## src/rtl/axi_lite_master_if_if.sv

```systemverilog
// rtl/axi_lite_master_if_if.sv - command-side and AXI channel bundle for axi_lite_master_if
interface axi_lite_master_if_if #(
  parameter int ADDR_WIDTH = 32,
  parameter int DATA_WIDTH = 32
);
  // Local command handshake
  logic                  CMD_REQ;
  logic                  CMD_WR;
  logic [ADDR_WIDTH-1:0] CMD_ADDR;
  logic [DATA_WIDTH-1:0] CMD_WDATA;
  logic                  CMD_ACK;
  logic [DATA_WIDTH-1:0] CMD_RDATA;
  logic [1:0]            CMD_RESP;
  logic                  CMD_ERROR;

  // Write address / data / response channels
  logic [ADDR_WIDTH-1:0] AW_ADDR;
  logic [7:0]            AW_LEN;
  logic [2:0]            AW_SIZE;
  logic [1:0]            AW_BURST;
  logic                  AW_VALID;
  logic                  AW_READY;
  logic [DATA_WIDTH-1:0] W_DATA;
  logic                  W_LAST;
  logic                  W_VALID;
  logic                  W_READY;
  logic [1:0]            B_RESP;
  logic                  B_VALID;
  logic                  B_READY;

  // Read address / data channels
  logic [ADDR_WIDTH-1:0] AR_ADDR;
  logic [7:0]            AR_LEN;
  logic [2:0]            AR_SIZE;
  logic [1:0]            AR_BURST;
  logic                  AR_VALID;
  logic                  AR_READY;
  logic [DATA_WIDTH-1:0] R_DATA;
  logic [1:0]            R_RESP;
  logic                  R_LAST;
  logic                  R_VALID;
  logic                  R_READY;

  modport master (
    input  CMD_REQ, CMD_WR, CMD_ADDR, CMD_WDATA,
    output CMD_ACK, CMD_RDATA, CMD_RESP, CMD_ERROR,
    output AW_ADDR, AW_LEN, AW_SIZE, AW_BURST, AW_VALID,
    input  AW_READY,
    output W_DATA, W_LAST, W_VALID,
    input  W_READY,
    input  B_RESP, B_VALID,
    output B_READY,
    output AR_ADDR, AR_LEN, AR_SIZE, AR_BURST, AR_VALID,
    input  AR_READY,
    input  R_DATA, R_RESP, R_LAST, R_VALID,
    output R_READY
  );

  modport slave (
    output CMD_REQ, CMD_WR, CMD_ADDR, CMD_WDATA,
    input  CMD_ACK, CMD_RDATA, CMD_RESP, CMD_ERROR,
    input  AW_ADDR, AW_LEN, AW_SIZE, AW_BURST, AW_VALID,
    output AW_READY,
    input  W_DATA, W_LAST, W_VALID,
    output W_READY,
    output B_RESP, B_VALID,
    input  B_READY,
    input  AR_ADDR, AR_LEN, AR_SIZE, AR_BURST, AR_VALID,
    output AR_READY,
    output R_DATA, R_RESP, R_LAST, R_VALID,
    input  R_READY
  );
endinterface

```

## src/rtl/axi_lite_master_if.sv

```systemverilog
// rtl/axi_lite_master_if.sv - single-outstanding AXI master driven by a four-phase req/ack command port (optional watchdog: AXI_M_TIMEOUT_EN)
module axi_lite_master_if #(
  parameter int ADDR_WIDTH = 32,
  parameter int DATA_WIDTH = 32
`ifdef AXI_M_TIMEOUT_EN
  ,
  parameter int TIMEOUT_CYCLES = 1024
`endif
) (
  input logic                  ACLK,
  input logic                  ARESETn,
  axi_lite_master_if_if.master bus
);

  localparam logic [2:0] AX_SIZE = 3'($clog2(DATA_WIDTH / 8));

  typedef enum logic [5:0] {
    IDLE    = 6'b000001,
    WR_XFER = 6'b000010,
    WR_RESP = 6'b000100,
    RD_ADDR = 6'b001000,
    RD_DATA = 6'b010000,
    DONE    = 6'b100000
  } state_e;

  state_e                state_q, state_d;
  logic [ADDR_WIDTH-1:0] addr_q, addr_d;
  logic [DATA_WIDTH-1:0] wdata_q, wdata_d;
  logic [DATA_WIDTH-1:0] rdata_q, rdata_d;
  logic [1:0]            resp_q, resp_d;
  logic                  aw_valid_q, aw_valid_d;
  logic                  w_valid_q, w_valid_d;
  logic                  b_ready_q, b_ready_d;
  logic                  ar_valid_q, ar_valid_d;
  logic                  r_ready_q, r_ready_d;
  logic                  ack_q, ack_d;
  logic                  timeout;
  logic                  abort;
  logic                  unused_rlast;

  // Single-beat transfers only, so R_LAST carries no information.
  assign unused_rlast = bus.R_LAST;

`ifdef AXI_M_TIMEOUT_EN
  localparam int CW = $clog2(TIMEOUT_CYCLES + 1);
  logic [CW-1:0] cnt_q;

  // Watchdog: restarts on every state change, counts while waiting on the slave
  always_ff @(posedge ACLK or negedge ARESETn) begin
    if (!ARESETn) begin
      cnt_q <= '0;
    end else if (state_d != state_q) begin
      cnt_q <= '0;
    end else if (state_q != IDLE && state_q != DONE) begin
      cnt_q <= cnt_q + 1'b1;
    end
  end

  assign timeout = (cnt_q == CW'(TIMEOUT_CYCLES - 1));
`else
  assign timeout = 1'b0;
`endif

  // State and every bus-facing output register
  always_ff @(posedge ACLK or negedge ARESETn) begin
    if (!ARESETn) begin
      state_q    <= IDLE;
      addr_q     <= '0;
      wdata_q    <= '0;
      rdata_q    <= '0;
      resp_q     <= 2'b00;
      aw_valid_q <= 1'b0;
      w_valid_q  <= 1'b0;
      b_ready_q  <= 1'b0;
      ar_valid_q <= 1'b0;
      r_ready_q  <= 1'b0;
      ack_q      <= 1'b0;
    end else begin
      state_q    <= state_d;
      addr_q     <= addr_d;
      wdata_q    <= wdata_d;
      rdata_q    <= rdata_d;
      resp_q     <= resp_d;
      aw_valid_q <= aw_valid_d;
      w_valid_q  <= w_valid_d;
      b_ready_q  <= b_ready_d;
      ar_valid_q <= ar_valid_d;
      r_ready_q  <= r_ready_d;
      ack_q      <= ack_d;
    end
  end

  // Next state plus next values of the registered outputs
  always_comb begin
    state_d    = state_q;
    addr_d     = addr_q;
    wdata_d    = wdata_q;
    rdata_d    = rdata_q;
    resp_d     = resp_q;
    aw_valid_d = aw_valid_q;
    w_valid_d  = w_valid_q;
    b_ready_d  = b_ready_q;
    ar_valid_d = ar_valid_q;
    r_ready_d  = r_ready_q;
    ack_d      = 1'b0;
    abort      = 1'b0;

    unique case (state_q)
      IDLE: begin
        if (bus.CMD_REQ) begin
          addr_d  = bus.CMD_ADDR;
          wdata_d = bus.CMD_WDATA;
          if (bus.CMD_WR) begin
            aw_valid_d = 1'b1;
            w_valid_d  = 1'b1;
            state_d    = WR_XFER;
          end else begin
            ar_valid_d = 1'b1;
            state_d    = RD_ADDR;
          end
        end
      end
      WR_XFER: begin
        // AW and W retire independently; move on once neither is pending.
        aw_valid_d = aw_valid_q & ~bus.AW_READY;
        w_valid_d  = w_valid_q & ~bus.W_READY;
        if (!aw_valid_d && !w_valid_d) begin
          b_ready_d = 1'b1;
          state_d   = WR_RESP;
        end else if (timeout) begin
          abort = 1'b1;
        end
      end
      WR_RESP: begin
        if (bus.B_VALID) begin
          b_ready_d = 1'b0;
          resp_d    = bus.B_RESP;
          ack_d     = 1'b1;
          state_d   = DONE;
        end else if (timeout) begin
          abort = 1'b1;
        end
      end
      RD_ADDR: begin
        if (bus.AR_READY) begin
          ar_valid_d = 1'b0;
          r_ready_d  = 1'b1;
          state_d    = RD_DATA;
        end else if (timeout) begin
          abort = 1'b1;
        end
      end
      RD_DATA: begin
        if (bus.R_VALID) begin
          r_ready_d = 1'b0;
          rdata_d   = bus.R_DATA;
          resp_d    = bus.R_RESP;
          ack_d     = 1'b1;
          state_d   = DONE;
        end else if (timeout) begin
          abort = 1'b1;
        end
      end
      DONE: begin
        // Four-phase: a request still held after the ack must not reissue.
        if (!bus.CMD_REQ) begin
          state_d = IDLE;
        end
      end
      default: begin
        state_d = IDLE;
      end
    endcase

    // Watchdog expiry abandons the bus and reports a DECERR-style completion.
    if (abort) begin
      aw_valid_d = 1'b0;
      w_valid_d  = 1'b0;
      b_ready_d  = 1'b0;
      ar_valid_d = 1'b0;
      r_ready_d  = 1'b0;
      resp_d     = 2'b11;
      ack_d      = 1'b1;
      state_d    = DONE;
    end
  end

  assign bus.CMD_ACK   = ack_q;
  assign bus.CMD_RDATA = rdata_q;
  assign bus.CMD_RESP  = resp_q;
  assign bus.CMD_ERROR = resp_q[1];

  assign bus.AW_ADDR  = addr_q;
  assign bus.AW_LEN   = 8'd0;
  assign bus.AW_SIZE  = AX_SIZE;
  assign bus.AW_BURST = 2'b01;
  assign bus.AW_VALID = aw_valid_q;
  assign bus.W_DATA   = wdata_q;
  assign bus.W_LAST   = w_valid_q;
  assign bus.W_VALID  = w_valid_q;
  assign bus.B_READY  = b_ready_q;

  assign bus.AR_ADDR  = addr_q;
  assign bus.AR_LEN   = 8'd0;
  assign bus.AR_SIZE  = AX_SIZE;
  assign bus.AR_BURST = 2'b01;
  assign bus.AR_VALID = ar_valid_q;
  assign bus.R_READY  = r_ready_q;

endmodule

```

## src/flat_wrapper.sv

```systemverilog
// flat-port wrapper written by rule: the top's interface ports become plain ports
module axi_lite_master_if_flat 
#(
  parameter int ADDR_WIDTH = 32,
  parameter int DATA_WIDTH = 32

)
  (ACLK, ARESETn, bus_CMD_REQ, bus_CMD_WR, bus_CMD_ADDR, bus_CMD_WDATA, bus_CMD_ACK, bus_CMD_RDATA, bus_CMD_RESP, bus_CMD_ERROR, bus_AW_ADDR, bus_AW_LEN, bus_AW_SIZE, bus_AW_BURST, bus_AW_VALID, bus_AW_READY, bus_W_DATA, bus_W_LAST, bus_W_VALID, bus_W_READY, bus_B_RESP, bus_B_VALID, bus_B_READY, bus_AR_ADDR, bus_AR_LEN, bus_AR_SIZE, bus_AR_BURST, bus_AR_VALID, bus_AR_READY, bus_R_DATA, bus_R_RESP, bus_R_LAST, bus_R_VALID, bus_R_READY);
  axi_lite_master_if_if #(.ADDR_WIDTH(ADDR_WIDTH), .DATA_WIDTH(DATA_WIDTH)) bus_i ();
  input logic ACLK;
  input logic ARESETn;
  input wire logic [$bits(bus_i.CMD_REQ)-1:0] bus_CMD_REQ;
  input wire logic [$bits(bus_i.CMD_WR)-1:0] bus_CMD_WR;
  input wire logic [$bits(bus_i.CMD_ADDR)-1:0] bus_CMD_ADDR;
  input wire logic [$bits(bus_i.CMD_WDATA)-1:0] bus_CMD_WDATA;
  output wire logic [$bits(bus_i.CMD_ACK)-1:0] bus_CMD_ACK;
  output wire logic [$bits(bus_i.CMD_RDATA)-1:0] bus_CMD_RDATA;
  output wire logic [$bits(bus_i.CMD_RESP)-1:0] bus_CMD_RESP;
  output wire logic [$bits(bus_i.CMD_ERROR)-1:0] bus_CMD_ERROR;
  output wire logic [$bits(bus_i.AW_ADDR)-1:0] bus_AW_ADDR;
  output wire logic [$bits(bus_i.AW_LEN)-1:0] bus_AW_LEN;
  output wire logic [$bits(bus_i.AW_SIZE)-1:0] bus_AW_SIZE;
  output wire logic [$bits(bus_i.AW_BURST)-1:0] bus_AW_BURST;
  output wire logic [$bits(bus_i.AW_VALID)-1:0] bus_AW_VALID;
  input wire logic [$bits(bus_i.AW_READY)-1:0] bus_AW_READY;
  output wire logic [$bits(bus_i.W_DATA)-1:0] bus_W_DATA;
  output wire logic [$bits(bus_i.W_LAST)-1:0] bus_W_LAST;
  output wire logic [$bits(bus_i.W_VALID)-1:0] bus_W_VALID;
  input wire logic [$bits(bus_i.W_READY)-1:0] bus_W_READY;
  input wire logic [$bits(bus_i.B_RESP)-1:0] bus_B_RESP;
  input wire logic [$bits(bus_i.B_VALID)-1:0] bus_B_VALID;
  output wire logic [$bits(bus_i.B_READY)-1:0] bus_B_READY;
  output wire logic [$bits(bus_i.AR_ADDR)-1:0] bus_AR_ADDR;
  output wire logic [$bits(bus_i.AR_LEN)-1:0] bus_AR_LEN;
  output wire logic [$bits(bus_i.AR_SIZE)-1:0] bus_AR_SIZE;
  output wire logic [$bits(bus_i.AR_BURST)-1:0] bus_AR_BURST;
  output wire logic [$bits(bus_i.AR_VALID)-1:0] bus_AR_VALID;
  input wire logic [$bits(bus_i.AR_READY)-1:0] bus_AR_READY;
  input wire logic [$bits(bus_i.R_DATA)-1:0] bus_R_DATA;
  input wire logic [$bits(bus_i.R_RESP)-1:0] bus_R_RESP;
  input wire logic [$bits(bus_i.R_LAST)-1:0] bus_R_LAST;
  input wire logic [$bits(bus_i.R_VALID)-1:0] bus_R_VALID;
  output wire logic [$bits(bus_i.R_READY)-1:0] bus_R_READY;
  assign bus_i.CMD_REQ = bus_CMD_REQ;
  assign bus_i.CMD_WR = bus_CMD_WR;
  assign bus_i.CMD_ADDR = bus_CMD_ADDR;
  assign bus_i.CMD_WDATA = bus_CMD_WDATA;
  assign bus_CMD_ACK = bus_i.CMD_ACK;
  assign bus_CMD_RDATA = bus_i.CMD_RDATA;
  assign bus_CMD_RESP = bus_i.CMD_RESP;
  assign bus_CMD_ERROR = bus_i.CMD_ERROR;
  assign bus_AW_ADDR = bus_i.AW_ADDR;
  assign bus_AW_LEN = bus_i.AW_LEN;
  assign bus_AW_SIZE = bus_i.AW_SIZE;
  assign bus_AW_BURST = bus_i.AW_BURST;
  assign bus_AW_VALID = bus_i.AW_VALID;
  assign bus_i.AW_READY = bus_AW_READY;
  assign bus_W_DATA = bus_i.W_DATA;
  assign bus_W_LAST = bus_i.W_LAST;
  assign bus_W_VALID = bus_i.W_VALID;
  assign bus_i.W_READY = bus_W_READY;
  assign bus_i.B_RESP = bus_B_RESP;
  assign bus_i.B_VALID = bus_B_VALID;
  assign bus_B_READY = bus_i.B_READY;
  assign bus_AR_ADDR = bus_i.AR_ADDR;
  assign bus_AR_LEN = bus_i.AR_LEN;
  assign bus_AR_SIZE = bus_i.AR_SIZE;
  assign bus_AR_BURST = bus_i.AR_BURST;
  assign bus_AR_VALID = bus_i.AR_VALID;
  assign bus_i.AR_READY = bus_AR_READY;
  assign bus_i.R_DATA = bus_R_DATA;
  assign bus_i.R_RESP = bus_R_RESP;
  assign bus_i.R_LAST = bus_R_LAST;
  assign bus_i.R_VALID = bus_R_VALID;
  assign bus_R_READY = bus_i.R_READY;
  axi_lite_master_if #(.ADDR_WIDTH(ADDR_WIDTH), .DATA_WIDTH(DATA_WIDTH)) u_core (.ACLK(ACLK), .ARESETn(ARESETn), .bus(bus_i));
endmodule
```

## config.mk

```make
export PLATFORM = sky130hd
export DESIGN_NAME = axi_lite_master_if_flat
export DESIGN_NICKNAME = d
export VERILOG_FILES = /design/src/rtl/axi_lite_master_if_if.sv /design/src/rtl/axi_lite_master_if.sv /design/src/flat_wrapper.sv
export SDC_FILE = /design/constraint.sdc
export NUM_CORES = 1
export LEC_CHECK = 0
export ABC_AREA = 0
export BUFFER_PORTS_ARGS = -buffer_cell sky130_fd_sc_hd__buf_4
export CAP_MARGIN = 40
export CORE_ASPECT_RATIO = 0.6
export CORE_MARGIN = 2
export CORE_UTILIZATION = 39
export DETAILED_ROUTE_END_ITERATION = 10
export PLACE_DENSITY = 0.86
export SYNTH_ARGS = -nofsm -noshare
export SYNTH_HDL_FRONTEND = slang
export SYNTH_SLANG_ARGS = --single-unit
```

## constraint.sdc

```tcl
create_clock -name ACLK -period 1.57 [get_ports ACLK]
set_input_delay 0.0785 -clock ACLK [delete_from_list [all_inputs] [get_ports ACLK]]
set_output_delay 0.0785 -clock ACLK [all_outputs]
set_load 0.03 [all_outputs]
```

==> flow_summary_export.csv <==
group,metric,value,unit
yosys,syn_inst,465,
critical_path,rr_endpoint,"u_core.bus.AR_ADDR[23]",
sta,fin_crit,1.71,ns
sta,hold_viol,0,
layout,syn2layout_area_growth,81.2,%
clock_network,cts_tree,"built",
layout,layout.cells.non_filler,983,
floorplan,fp.dieW,147,um
critical_path,r2r_cells,8,
yosys,synth_compound_area_frac,0.0228,
detailed_routing,route.vias.total,4572,
power_and_ir_drop,peakVddDrop,1.04,mV
yosys,async_reset_ff_frac,1.00,
yosys,synth.distinct_cells,35,
outcome,violations,"negative setup slack",
detailed_routing,drc,0,
floorplan,fp.dieArea,0.0132,mm2
yosys,synth_top_family_by_area,"simple AND/OR/NAND/NOR gates",
detailed_routing,ant_nets,0,
min_path,hold_class,"input port to flop",
yosys,synth.area.mux_share,0.0847,
min_path,holdCritStartpoint,"bus_R_RESP[1]",
placement,place_area,0.00664,mm2
grt,grt_overflow,0,
clock_network,clock_sinks,110,
power_and_ir_drop,p_leak,4.68,nW
sta,finClkSkew,0.00792,ns
clock_network,clkTransAtPathRegs,0.07,ns
min_path,holdPathStages,3,
detailed_routing,routedWlPerCell,17.6,um
layout,fin_util,0.721,
critical_path,reg2reg_from,"u_core.state_q[2]",
yosys,synthXorXnorAreaFrac,0,
grt,grt_pass1_wl,24300,um
layout,antenna_cells,0,
yosys,synth_adder_area_share,0,
clock_network,clock_latency,0.34,ns
layout,final_nets,923,
yosys,synth-seq-cells,110,
floorplan,die_h,89.8,um
critical_path,arrival,1.93,ns
critical_path,critPathLaunchType,"flop",
critical_path,worstPathMaxFanout,8,
floorplan,fp-row-count,31,
yosys,seq_area_frac_synth,0.576,
yosys,synth_edf_count,0,
sta,setup_viol,104,
power_and_ir_drop,power_density,1940,mW/mm2
yosys,synth_top_flop_cell,"dfrtp_1",
detailed_routing,drt_first_pass_iters,4,
clock_network,cts-htree-levels,3,
layout,fill_cells,781,
critical_path,critPathCaptureType,"flop",
yosys,synth_area,0.00478,mm2
layout,design_area,0.00867,mm2
flow_run,maxCapViolations,0,
grt,antenna_found_initial,0,
floorplan,io_pins,274,
detailed_routing,via_per_inst,4.65,
grt,grt_max_degree,48,
grt,track_usage,0.234,
placement,io_buffer_count,246,
clock_network,cts_max_path_buffers,2,
sta,layout_setup_ws,-0.137,ns
floorplan,initial_core_util,0.398,
placement,dp_hpwl,9190,um
clock_network,cts_made_buffers,9,
yosys,syn_avg_cell_area,10.3,um2
critical_path,rrSetupSlack,-0.14,ns
sta,drv_slew,0,
layout,drive_gt1_frac,0.506,
clock_network,root_buffer,"clkbuf_16",
grt,grt_pass1_vias,4681,
floorplan,core_area,0.0120,mm2
critical_path,criticalPathCategory,"flop to flop",
sta,timing.fmax,586,MHz
placement,placedCellCount,844,
sta,grt_setup_unrepaired,"yes",
detailed_routing,wirelength,17300,um
yosys,synth-simple-area-share,0.197,
detailed_routing,drt_iter0_markers,211,
sta,min_period_over_period,1.09,
yosys,yosysWarnings,0,
placement,gp_congestion,0.846,
critical_path,required,1.79,ns
min_path,whs_endpoint,"u_core.bus.CMD_RESP[1]",
outcome,status,"finished with violations",
## how the worst max path moves through the flow
stage                           start                        to  slack (ns)  cells past startpoint
finish              u_core.state_q[2]    u_core.bus.AR_ADDR[23]       -0.14                      8
detailed placement  u_core.state_q[2]    u_core.bus.CMD_RESP[0]       -0.13                      4
floorplan           u_core.state_q[2]   u_core.bus.CMD_RDATA[0]       -0.02                      4
global placement    u_core.state_q[4]    u_core.bus.CMD_RESP[0]       -0.04                      4
CTS                 u_core.state_q[2]  u_core.bus.CMD_RDATA[20]       -0.04                      5
global route        u_core.state_q[2]    u_core.bus.AR_ADDR[13]       -0.20                      8
## power by group
part | internal, mW | switching (mW) | leakage (nW)
clock | 1.15 | 1.09 | 0.143
combinational | 4.00 | 5.70 | 3.14
sequential | 3.92 | 0.936 | 1.39
## cell usage after synthesis (all sizes together) (3+ instances only)
cell type / instances / area [um2]
nor3b: 3 / 22.5
inv: 3 / 11.3
clkbuf: 3 / 11.3
nor4: 3 / 55.1
nand2: 194 / 731
o21ai: 5 / 28.8
a21oi: 4 / 20.0
nand3b: 3 / 22.5
nand3: 4 / 32.5
mux2: 36 / 405
buf: 74 / 542
nor2b: 4 / 25.0
dfrtp: 109 / 2730
## flip-flops by register name, summed over array words and instances, names as in the netlist, 2 cells and up
name	flops
u_core.bus.CMD_RESP	2
u_core.bus.CMD_RDATA	32
u_core.state_q	6
u_core.bus.W_DATA	32
u_core.bus.AR_ADDR	32
## cell families (layout without fill, tap and decap cells)
logic type             after synthesis  after routing
multiplexers                        36             36
flip-flops                         110            110
AO/OA/AOI/OAI                       17             17
buffers and inverters               80            408
other                                2             26
AND/OR/NAND/NOR                    220            221
## repair_timing
item                                    4_1_cts  5_1_grt
hold buffers                                103        0
endpoints found under the setup margin       68      106
setup buffers                                 6        4
endpoints found under the hold margin       211        0
resized for setup                            25       92
cloned                                        3        8
pin swaps                                     3       50
## metrics by stage
stage,setup WS [ns],hold WS (ns),total power [mW],TNS (ns)
6_report,-0.137,0.102,16.8,-8.61
4_1_cts,-0.0442,0.0540,15.6,-1.24
5_1_grt,-0.198,0.0934,17.6,-14.26
3_3_place_gp,-0.0363,-0.0244,12.5,-0.550
2_1_floorplan,-0.0218,-0.217,9.97,-0.660
3_5_place_dp,-0.131,-0.0239,12.7,-3.73
## critical path: stages (launching register included)
cell and delay, ns:
dfrtp_2 0.43, buf_6 0.13, nor4_4 0.30, buf_4 0.17
nand3_4 0.09, buf_12 0.17, clkbuf_16 0.18, nand2_2 0.06
nand2_1 0.06
## layout by cell type, fill, tap and decap left out, types with 4 or more instances in the layout
cell / synthesis / layout
conb_1: 2 / 26
nand2_4: 0 / 16
a21oi_1: 4 / 4
buf_4: 61 / 265
nand2_2: 1 / 44
buf_12: 0 / 8
mux2_4: 0 / 24
dfrtp_1: 109 / 104
mux2_2: 7 / 6
dlygate4sd3_1: 0 / 103
dfrtp_2: 0 / 5
clkbuf_16: 0 / 15
nand2_1: 193 / 134
o21ai_0: 4 / 4
mux2_1: 29 / 6
## metal layers
| layer | vias to the layer above | GRT usage | routed length [um] |
|---|---|---|---|
| met2 | 222 | 0.422 | 8750 |
| met5 | - | 0 | 0 |
| li1 | 2089 | - | - |
| met4 | 0 | 0.0729 | 354 |
| met3 | 33 | 0.0665 | 1180 |
| met1 | 2228 | 0.271 | 7060 |
## cell type report
type | instances | area, um2 | share of cell area
well taps | 165 | 206 | 0.0238
multi-input cells | 300 | 1930 | 0.223
inverters | 3 | 11.3 | 0.00130
repair buffers | 389 | 3470 | 0.400
clock inverters | 6 | 52.6 | 0.00606
clock buffers | 10 | 239 | 0.0276
flip-flops and latches | 110 | 2760 | 0.318
Power figures use the tool's default switching activity.
